--- config.mk ---
export PLATFORM = sky130hd
export DESIGN_NAME = axi4_burst_master
export DESIGN_NICKNAME = d
export VERILOG_FILES = /design/src/rtl/axi4_burst_master.sv
export SDC_FILE = /design/constraint.sdc
export NUM_CORES = 1
export LEC_CHECK = 0
export CAP_MARGIN = 20
export CORE_AREA = 2 2 268 270
export DETAILED_ROUTE_END_ITERATION = 6
export DIE_AREA = 0 0 270 272
export PLACE_DENSITY_LB_ADDON = 0.12
export SYNTH_ARGS = -nofsm -noshare
export SYNTH_HDL_FRONTEND = slang
export SYNTH_SLANG_ARGS = --single-unit
export TNS_END_PERCENT = 10
--- constraint.sdc ---
create_clock -name clk -period 7.2 [get_ports clk]
set_input_delay 2.16 -clock clk [delete_from_list [all_inputs] [get_ports clk]]
set_output_delay 2.16 -clock clk [all_outputs]
set_load 0.05 [all_outputs]
--- src/rtl/axi4_burst_master.sv ---
// AXI4 burst master: splits one block-transfer command into 4 KB-safe INCR bursts
// and streams beats between local valid/ready ports and DRAM, one burst in flight.
module axi4_burst_master #(
   parameter int unsigned ID_WIDTH   = 4,
   parameter int unsigned ADDR_WIDTH = 32,
   parameter int unsigned DATA_WIDTH = 128,
   parameter int unsigned AXI_ID     = 0,
   parameter int unsigned MAX_BURST  = 128,
   parameter int unsigned LEN_WIDTH  = 12
) (
   input  logic                  clk,
   input  logic                  rst_n,
   input  logic                  cmd_valid,
   output logic                  cmd_ready,
   input  logic                  cmd_write,
   input  logic [ADDR_WIDTH-1:0] cmd_addr,
   input  logic [LEN_WIDTH-1:0]  cmd_beats,
   output logic                  rd_valid,
   input  logic                  rd_ready,
   output logic [DATA_WIDTH-1:0] rd_data,
   output logic                  rd_last,
   input  logic                  wr_valid,
   output logic                  wr_ready,
   input  logic [DATA_WIDTH-1:0] wr_data,
   output logic                  done,
   output logic                  err,
   output logic [ID_WIDTH-1:0]   arid_m_inf,
   output logic [ADDR_WIDTH-1:0] araddr_m_inf,
   output logic [7:0]            arlen_m_inf,
   output logic [2:0]            arsize_m_inf,
   output logic [1:0]            arburst_m_inf,
   output logic                  arvalid_m_inf,
   input  logic                  arready_m_inf,
   input  logic [ID_WIDTH-1:0]   rid_m_inf,
   input  logic [DATA_WIDTH-1:0] rdata_m_inf,
   input  logic [1:0]            rresp_m_inf,
   input  logic                  rlast_m_inf,
   input  logic                  rvalid_m_inf,
   output logic                  rready_m_inf,
   output logic [ID_WIDTH-1:0]   awid_m_inf,
   output logic [ADDR_WIDTH-1:0] awaddr_m_inf,
   output logic [7:0]            awlen_m_inf,
   output logic [2:0]            awsize_m_inf,
   output logic [1:0]            awburst_m_inf,
   output logic                  awvalid_m_inf,
   input  logic                  awready_m_inf,
   output logic [DATA_WIDTH-1:0] wdata_m_inf,
   output logic                  wlast_m_inf,
   output logic                  wvalid_m_inf,
   input  logic                  wready_m_inf,
   input  logic [ID_WIDTH-1:0]   bid_m_inf,
   input  logic [1:0]            bresp_m_inf,
   input  logic                  bvalid_m_inf,
   output logic                  bready_m_inf
);

   localparam int unsigned BYTES = DATA_WIDTH / 8;
   localparam int unsigned SIZE  = $clog2(BYTES);
   localparam int unsigned REM_W = LEN_WIDTH + 1;
   localparam int unsigned CNT_W = (REM_W > 13) ? REM_W : 13;

   typedef enum logic [2:0] {IDLE, AR, R, AW, W, B} state_t;

   state_t                state_q, state_nx;
   logic [ADDR_WIDTH-1:0] addr_q, addr_nx, ax_addr_q, burst_bytes;
   logic [REM_W-1:0]      rem_q, rem_nx, burst_n;
   logic [7:0]            len_q, len_nx, beat_q, beat_nx;
   logic [CNT_W-1:0]      page_beats, n_beats;
   logic                  done_q, done_nx, err_q, err_nx, cmd_ready_q, issue;
   logic                  arvalid_q, awvalid_q, bready_q;
   logic                  beat_last, final_burst, r_hs, w_hs;

   assign beat_last   = (beat_q == len_q);
   assign burst_n     = REM_W'(len_q) + REM_W'(1);
   assign burst_bytes = (ADDR_WIDTH'(len_q) + ADDR_WIDTH'(1)) << SIZE;
   assign final_burst = (rem_q == burst_n);
   assign r_hs        = (state_q == R) && rvalid_m_inf && rd_ready;
   assign w_hs        = (state_q == W) && wr_valid && wready_m_inf;

   // Next-state and datapath update
   always_comb begin
      state_nx = state_q;
      addr_nx  = addr_q;
      rem_nx   = rem_q;
      beat_nx  = beat_q;
      err_nx   = err_q;
      done_nx  = 1'b0;
      issue    = 1'b0;
      case (state_q)
         IDLE: begin
            if (cmd_valid && cmd_ready_q) begin
               addr_nx  = cmd_addr;
               rem_nx   = REM_W'(cmd_beats) + REM_W'(1);
               err_nx   = 1'b0;
               issue    = 1'b1;
               state_nx = cmd_write ? AW : AR;
            end
         end
         AR: begin
            if (arready_m_inf) begin
               beat_nx  = '0;
               state_nx = R;
            end
         end
         R: begin
            if (r_hs) begin
               // the beat counter is authoritative; a misplaced rlast only flags err
               if ((rresp_m_inf != 2'b00) || (rlast_m_inf != beat_last)) err_nx = 1'b1;
               if (beat_last) begin
                  addr_nx = addr_q + burst_bytes;
                  rem_nx  = rem_q - burst_n;
                  if (final_burst) begin
                     done_nx  = 1'b1;
                     state_nx = IDLE;
                  end else begin
                     issue    = 1'b1;
                     state_nx = AR;
                  end
               end else begin
                  beat_nx = beat_q + 8'd1;
               end
            end
         end
         AW: begin
            if (awready_m_inf) begin
               beat_nx  = '0;
               state_nx = W;
            end
         end
         W: begin
            if (w_hs) begin
               if (beat_last) state_nx = B;
               else           beat_nx  = beat_q + 8'd1;
            end
         end
         B: begin
            if (bvalid_m_inf) begin
               if (bresp_m_inf != 2'b00) err_nx = 1'b1;
               addr_nx = addr_q + burst_bytes;
               rem_nx  = rem_q - burst_n;
               if (final_burst) begin
                  done_nx  = 1'b1;
                  state_nx = IDLE;
               end else begin
                  issue    = 1'b1;
                  state_nx = AW;
               end
            end
         end
         default: state_nx = IDLE;
      endcase
   end

   // Next burst length: limited by remaining beats, MAX_BURST and the 4 KB page
   always_comb begin
      page_beats = CNT_W'((13'd4096 - {1'b0, addr_nx[11:0]}) >> SIZE);
      n_beats    = CNT_W'(rem_nx);
      if (CNT_W'(MAX_BURST) < n_beats) n_beats = CNT_W'(MAX_BURST);
      if (page_beats < n_beats)        n_beats = page_beats;
      len_nx     = 8'(n_beats - CNT_W'(1));
   end

   always_ff @(posedge clk or negedge rst_n) begin
      if (!rst_n) begin
         state_q     <= IDLE;
         addr_q      <= '0;
         rem_q       <= '0;
         beat_q      <= '0;
         len_q       <= '0;
         ax_addr_q   <= '0;
         err_q       <= 1'b0;
         done_q      <= 1'b0;
         cmd_ready_q <= 1'b1;
         arvalid_q   <= 1'b0;
         awvalid_q   <= 1'b0;
         bready_q    <= 1'b0;
      end else begin
         state_q     <= state_nx;
         addr_q      <= addr_nx;
         rem_q       <= rem_nx;
         beat_q      <= beat_nx;
         err_q       <= err_nx;
         done_q      <= done_nx;
         // ready returns one cycle after the done pulse
         cmd_ready_q <= (state_nx == IDLE) && !done_nx;
         arvalid_q   <= (state_nx == AR);
         awvalid_q   <= (state_nx == AW);
         bready_q    <= (state_nx == B);
         if (issue) begin
            ax_addr_q <= addr_nx;
            len_q     <= len_nx;
         end
      end
   end

   assign cmd_ready     = cmd_ready_q;
   assign done          = done_q;
   assign err           = err_q;

   assign arid_m_inf    = ID_WIDTH'(AXI_ID);
   assign araddr_m_inf  = ax_addr_q;
   assign arlen_m_inf   = len_q;
   assign arsize_m_inf  = 3'(SIZE);
   assign arburst_m_inf = 2'b01;
   assign arvalid_m_inf = arvalid_q;
   assign awid_m_inf    = ID_WIDTH'(AXI_ID);
   assign awaddr_m_inf  = ax_addr_q;
   assign awlen_m_inf   = len_q;
   assign awsize_m_inf  = 3'(SIZE);
   assign awburst_m_inf = 2'b01;
   assign awvalid_m_inf = awvalid_q;
   assign bready_m_inf  = bready_q;

   // Data channels are pass-through, gated by the owning state
   assign rready_m_inf  = (state_q == R) && rd_ready;
   assign rd_valid      = (state_q == R) && rvalid_m_inf;
   assign rd_data       = rdata_m_inf;
   assign rd_last       = (state_q == R) && beat_last && final_burst;
   assign wvalid_m_inf  = (state_q == W) && wr_valid;
   assign wr_ready      = (state_q == W) && wready_m_inf;
   assign wdata_m_inf   = wr_data;
   assign wlast_m_inf   = (state_q == W) && beat_last;

   logic unused_ids;
   assign unused_ids = ^{rid_m_inf, bid_m_inf};

endmodule

Word-level counts from Yosys, hierarchy flattened
Index checks and enable logic that the tools add are counted.
Widths: inputs -> output; s select.
{ "totals": {"register_bits": 102, "input_bits": 324, "output_inout_bits": 366, "word_cells": 109} }
{ "op_classes": {"add_sub_neg": 8, "n_lt_le_gt_ge": 2, "eq_ne": 19, "muxes": 47, "n_reduce_logical": 21} }
{ "op_table": {"columns": ["cell", "count"], "rows": [
  ["$mux 32", 4],
  ["$pmux 32 s3", 1],
  ["$mux 13", 5],
  ["$mux 8", 6],
  ["$pmux 13 s3", 1],
  ["$add 32x13->32", 1],
  ["$pmux 8 s4", 1],
  ["$mux 3", 8],
  ["$add 8x1->9 const B", 2],
  ["$pmux 3 s6", 1],
  ["$mux 1", 15],
  ["$ne 2x2->1 const B", 7],
  ["$add 12x1->13 const B", 1],
  ["$eq 13x9->1", 1],
  ["$lt 8x13->1 const A", 1],
  ["$lt 9x13->1", 1],
  ["$sub 13x12->13 const A", 1],
  ["$sub 13x9->13", 1],
  ["$logic_and 1x1->1", 11],
  ["$eq 3x2->1 const B", 3],
  ["$eq 3x3->1 const B", 3],
  ["$add 8x1->8 const B", 1],
  ["$eq 8x8->1", 1],
  ["$sub 8x1->8 const B", 1],
  ["other kinds (14)", 19]
]} }

Logic depth before layout (Yosys ltp)
{ "depth": {"word_depth": 10, "ltp_mapped": 31, "ltp_nobuf": 30} }

Worst setup path after synthesis
Ideal clock, no wire load.
{ "synth_timing": {"kind": "input to register", "from": "input port bvalid_m_inf", "to": "register len_q[2] (netlist: arlen_m_inf[2])", "setup_time_ns": 0.069, "arrival_ns": 7.043, "required_ns": 7.131, "slack_ns": 0.088, "cell_stages": 24, "n_path_buf": 2, "path_cell_list": "clkbuf_1 > nand3_1 > a21oi_1 > a31oi_1 > buf_2 > a221oi_1 > nand4b_1 > nor4_2 > a21boi_0 > nor3_1 > inv_1 > ha_1 > a21o_1 > a21o_1 > a21oi_1 > nand3_1 > o31a_1 > or2_4 > mux2_4 > ha_1 > or3_1 > a211o_1 > o41a_1 > nand3_1"} }
{ "synth_between": {"elab_chain_cells": 7, "elab_cells_between_ends": 12, "classes_between": "add/sub (2); order compare (2); mux (8)"} }
{ "synth_lines": {"columns": ["element", "line", "text"], "rows": [
  ["start: declaration", "53", "input logic bvalid_m_inf,"],
  ["$mux 13", "137", "if (bvalid_m_inf) begin"],
  ["$pmux 13 s3", "89", "case (state_q)"],
  ["$lt 8x13->1", "158", "if (CNT_W'(MAX_BURST) < n_beats) n_beats = CNT_W'(MAX_BURST);"],
  ["$mux 13", "158", null],
  ["$lt 9x13->1", "159", "if (page_beats < n_beats) n_beats = page_beats;"],
  ["$mux 8", "159", null],
  ["$sub 8x1->8", "160", "len_nx = 8'(n_beats - CNT_W'(1));"],
  ["end signal: assignment", "191", "len_q <= len_nx;"],
  ["end: declaration", "67", "logic [7:0] len_q, len_nx, beat_q, beat_nx;"]
]} }
Parallel ways exist; a longest one is shown, timed or not.
A chain may end at the register's enable or synchronous reset.

Worst setup path after layout
{ "layout_timing": {"from": "input port rvalid_m_inf", "to": "register len_q[6] (netlist: arlen_m_inf[6])"} }
{ "layout_between": {"elab_chain_cells": 9, "elab_cells_between_ends": 14, "classes_between": "add/sub (2); order compare (2); mux (8); reduce/logical (2)"} }
{ "layout_lines": {"columns": ["element", "line", "text"], "rows": [
  ["start: declaration", "38", "input logic rvalid_m_inf,"],
  ["$logic_and 1x1->1 * (2 in a row)", "77", "assign r_hs = (state_q == R) && rvalid_m_inf && rd_ready;"],
  ["$mux 13 *", "106", "if (r_hs) begin"],
  ["$pmux 13 s3 *", "89", null],
  ["named net rem_nx[11]", "66", "logic [REM_W-1:0] rem_q, rem_nx, burst_n;"],
  ["$lt 8x13->1", "158", null],
  ["$mux 13 *", "158", null],
  ["$lt 9x13->1", "159", null],
  ["$mux 8 *", "159", null],
  ["$sub 8x1->8 *", "160", null]
]} }
The timed path passes the listed nets; every way through them passes the cells marked *.

==> reports/qor.yml <==
timing:
  tns_ns: 0
  rsz0062_at_grt: "no"
  fin_crit_ns: 6.981
  worst_slack_ns: 0.2194
  finalMaxSlewViolations: 0
  slew_headroom: 0.3848
  hold_viol: 0
  skew_ns: 0.02059
  period_share: 0.9695
  whs_ns: 0.5088
  tightest_slew_ns: 0.9194
  setup_violations: 0
  max_freq_ghz: 0.1433
logic_synthesis:
  synthArstFlopShare: 1.000
  synth_cell_type_count: 77
  synth_top_family_by_area: "buffers and inverters"
  yosys_warnings: 0
  synth_top_area_share: 0.2658
  synth_fa_ha_area_frac: 0.04368
  synth_edf_count: 0
  synthCells: 1152
  ys_seq_elements: 102
  synth-compound-area-share: 0.1642
  ys_seq_area_frac: 0.2685
  synth_mux_area_frac: 0.02539
  synthXorXnorAreaFrac: 0.05065
  yosys.area.top_type: "dfrtp_1"
  synthSimpleGateAreaFrac: 0.1656
  synthesis.area_mm2: 0.009510
  synth_ff_type: "dfrtp_1"
  synth.area.top_cells: "dfrtp_1, buf_4, ha_1, nor2_1, nand2_1"
  avgSynthCellArea_um2: 8.256
worst_setup_path:
  r2r_slack_ns: 0.46
  r2r_cells: 30
  timing.rr.end: "arlen_m_inf[6]"
  crit_start: "rvalid_m_inf"
  crit_fanout: 5
  crit_end: "arlen_m_inf[6]"
  arrival_ns: 7.31
  worstPathRequired_ns: 7.53
  critPathLaunchType: "input port"
  crit_type: "input port to flip-flop"
  end_kind: "flip-flop"
  timing.rr.start: "arlen_m_inf[0]"
floorplanning:
  die_area_mm2: 0.07344
  die_h_um: 272
  design.core.area_mm2: 0.07075
  fp-row-count: 98
  die_x_um: 270
  initial_core_util: 0.1344
  ios: 690
detailed_routing:
  vias: 7641
  wl_per_cell_um: 18.03
  drt_iter0_drc: 340
  drt_pass1_iterations: 4
  viasPerCell: 3.654
  drtAntennaViolNets: 0
  drc: 0
  finalWirelength_mm: 37.71
finish:
  fillers: 7989
  diodes: 0
  layout.nets: 1493
  fin_cells: 2091
  syn_to_final_growth_pct: 21.56
  drive_gt1_frac: 0.2165
power:
  power_mw: 6.172
  seqPwrFrac: 0.184
  powerDensity_mw_per_mm2: 533.9
  internal_power_mw: 2.938
  p_leak_nw: 4.823
  switching_share: 0.5241
  p_sw_mw: 3.235
  pwr-share-comb: 0.727
  vdd_drop_max_mv: 0.2775
  p_clk_frac: 0.089
cts:
  cts-hold-fix-buffers: 0
  clk_pin_slew_ns: 0.09
  insertion_delay_ns: 0.39
  cts_sinks: 102
  cts_tree: "yes"
  clockBufferDepth: 2
  numCtsBuffers: 9
  htree_levels: 3
  cts_root_buffer: "clkbuf_16"
hold_path:
  hold_class: "flip-flop to flip-flop"
grt:
  antenna_found_initial: 1
  grt_max_degree: 62
  grt_pass1_vias: 7963
  grt-ovfl-total: 0
  grtUsageTotal: 0.1012
  grt_pass1_wl_mm: 54.91
run:
  cap_violations: 0
place:
  globalplace.congestion: 0.7509
  placed_cells: 2064
  dp_slack_ns: -0.9318
  post-dp-hpwl_mm: 29.59
  port_buffers: 151
outcome:
  outcome: "complete, no violations"
[synth_stat cells, drive strengths merged (19+ instances only)]
cell,instances
a21oi,44
a31oi,24
and3,19
buf,323
clkbuf,29
dfrtp,101
ha,30
inv,40
nand2,89
nand3,35
nor2,94
o21ai,45
xnor2,33
xor2,22
[stage by stage]
step / util / instance area [um^2]
6_report: 0.1634 / 11560
5_1_grt: 0.1634 / 11560
4_1_cts: 0.1596 / 11290
3_5_place_dp: 0.1540 / 10900
3_3_place_gp: 0.1540 / 10900
2_1_floorplan: - / 9574
[metal layers]
metal,global-route usage,share of wire,up-vias
li1,-,-,3612
met1,0.1287,0.46,3678
met2,0.1633,0.46,267
met3,0.02662,0.054,82
met4,0.03860,0.024,2
met5,0,0.00027,-
[area by class of cell]
cell class	count	area, um^2	area share
flip-flops and latches	102	2554	0.2209
clock inverters	4	52.55	0.004545
clock buffers	11	242.7	0.02100
well taps	950	1189	0.1028
multi-input cells	675	4601	0.3979
inverters	40	150.1	0.01299
repair buffers	309	2773	0.2398
[registers in the layout, summed over array words and instances (netlist names)]
register,count
done,1
arvalid_m_inf,1
arlen_m_inf,8
awvalid_m_inf,1
state_q,3
rem_q,13
err,1
bready_m_inf,1
cmd_ready,1
addr_q,32
beat_q,8
araddr_m_inf,32
[power groups by stage]
stage / clock (mW) / sequential, mW / combinational [mW]
after global placement: 0 / 1.16 / 4.41
after detailed placement: 0 / 1.16 / 4.37
after global routing: 0.599 / 1.19 / 4.89
after CTS: 0.590 / 1.15 / 4.45
after floorplan: 0 / 1.46 / 2.78
final: 0.551 / 1.13 / 4.49
[kinds of logic after synthesis]
family                   count (synthesis)
AO/OA/AOI/OAI                          228
XOR/XNOR                                55
adder cells (fa/ha/maj)                 32
buffers and inverters                  392
flip-flops                             102
multiplexers                            22
other                                    2
AND/OR/NAND/NOR                        319
[cells in the final DEF (no fill, tap or decap), types with 17 or more instances in the layout]
cell type,instances
xnor2_1,30
dfrtp_1,101
o21ai_0,39
nor2_1,90
and3_1,17
nand3_1,32
nand2_1,88
a31oi_1,23
conb_1,19
xor2_1,22
ha_1,27
clkdlybuf4s50_1,137
a21oi_1,41
inv_1,38
buf_4,154
[what timing repair did]
action,4_1_cts,5_1_grt
resized for setup,21,46
setup endpoints to repair,3,3
pin swaps,3,28
setup buffers,2,9
[how the worst min path moves through the flow]
stage,to,cells past startpoint,startpoint
2_1_floorplan,addr_q[1],2,addr_q[1]
3_3_place_gp,err,2,err
3_5_place_dp,err,2,err
4_1_cts,err,2,err
5_1_grt,addr_q[28],1,addr_q[28]
6_report,err,2,err
[worst max-delay path, cell delays in order]
cell,delay [ns]
clkdlybuf4s50_1,0.47
and3_4,0.23
and3_4,0.25
nand3_1,0.08
a311o_1,0.40
and2_4,0.16
or3_4,0.42
buf_4,0.17
nor2_4,0.11
nand2_1,0.06
ha_1,0.17
a21o_1,0.18
a21o_1,0.18
a21oi_2,0.14
nand3_1,0.10
o31a_1,0.31
or2_4,0.27
mux2_4,0.33
ha_4,0.18
and4_1,0.16
a41oi_2,0.23
xnor2_1,0.11
o32a_1,0.36
nand3_2,0.07
(Power assumes the default switching activity.)
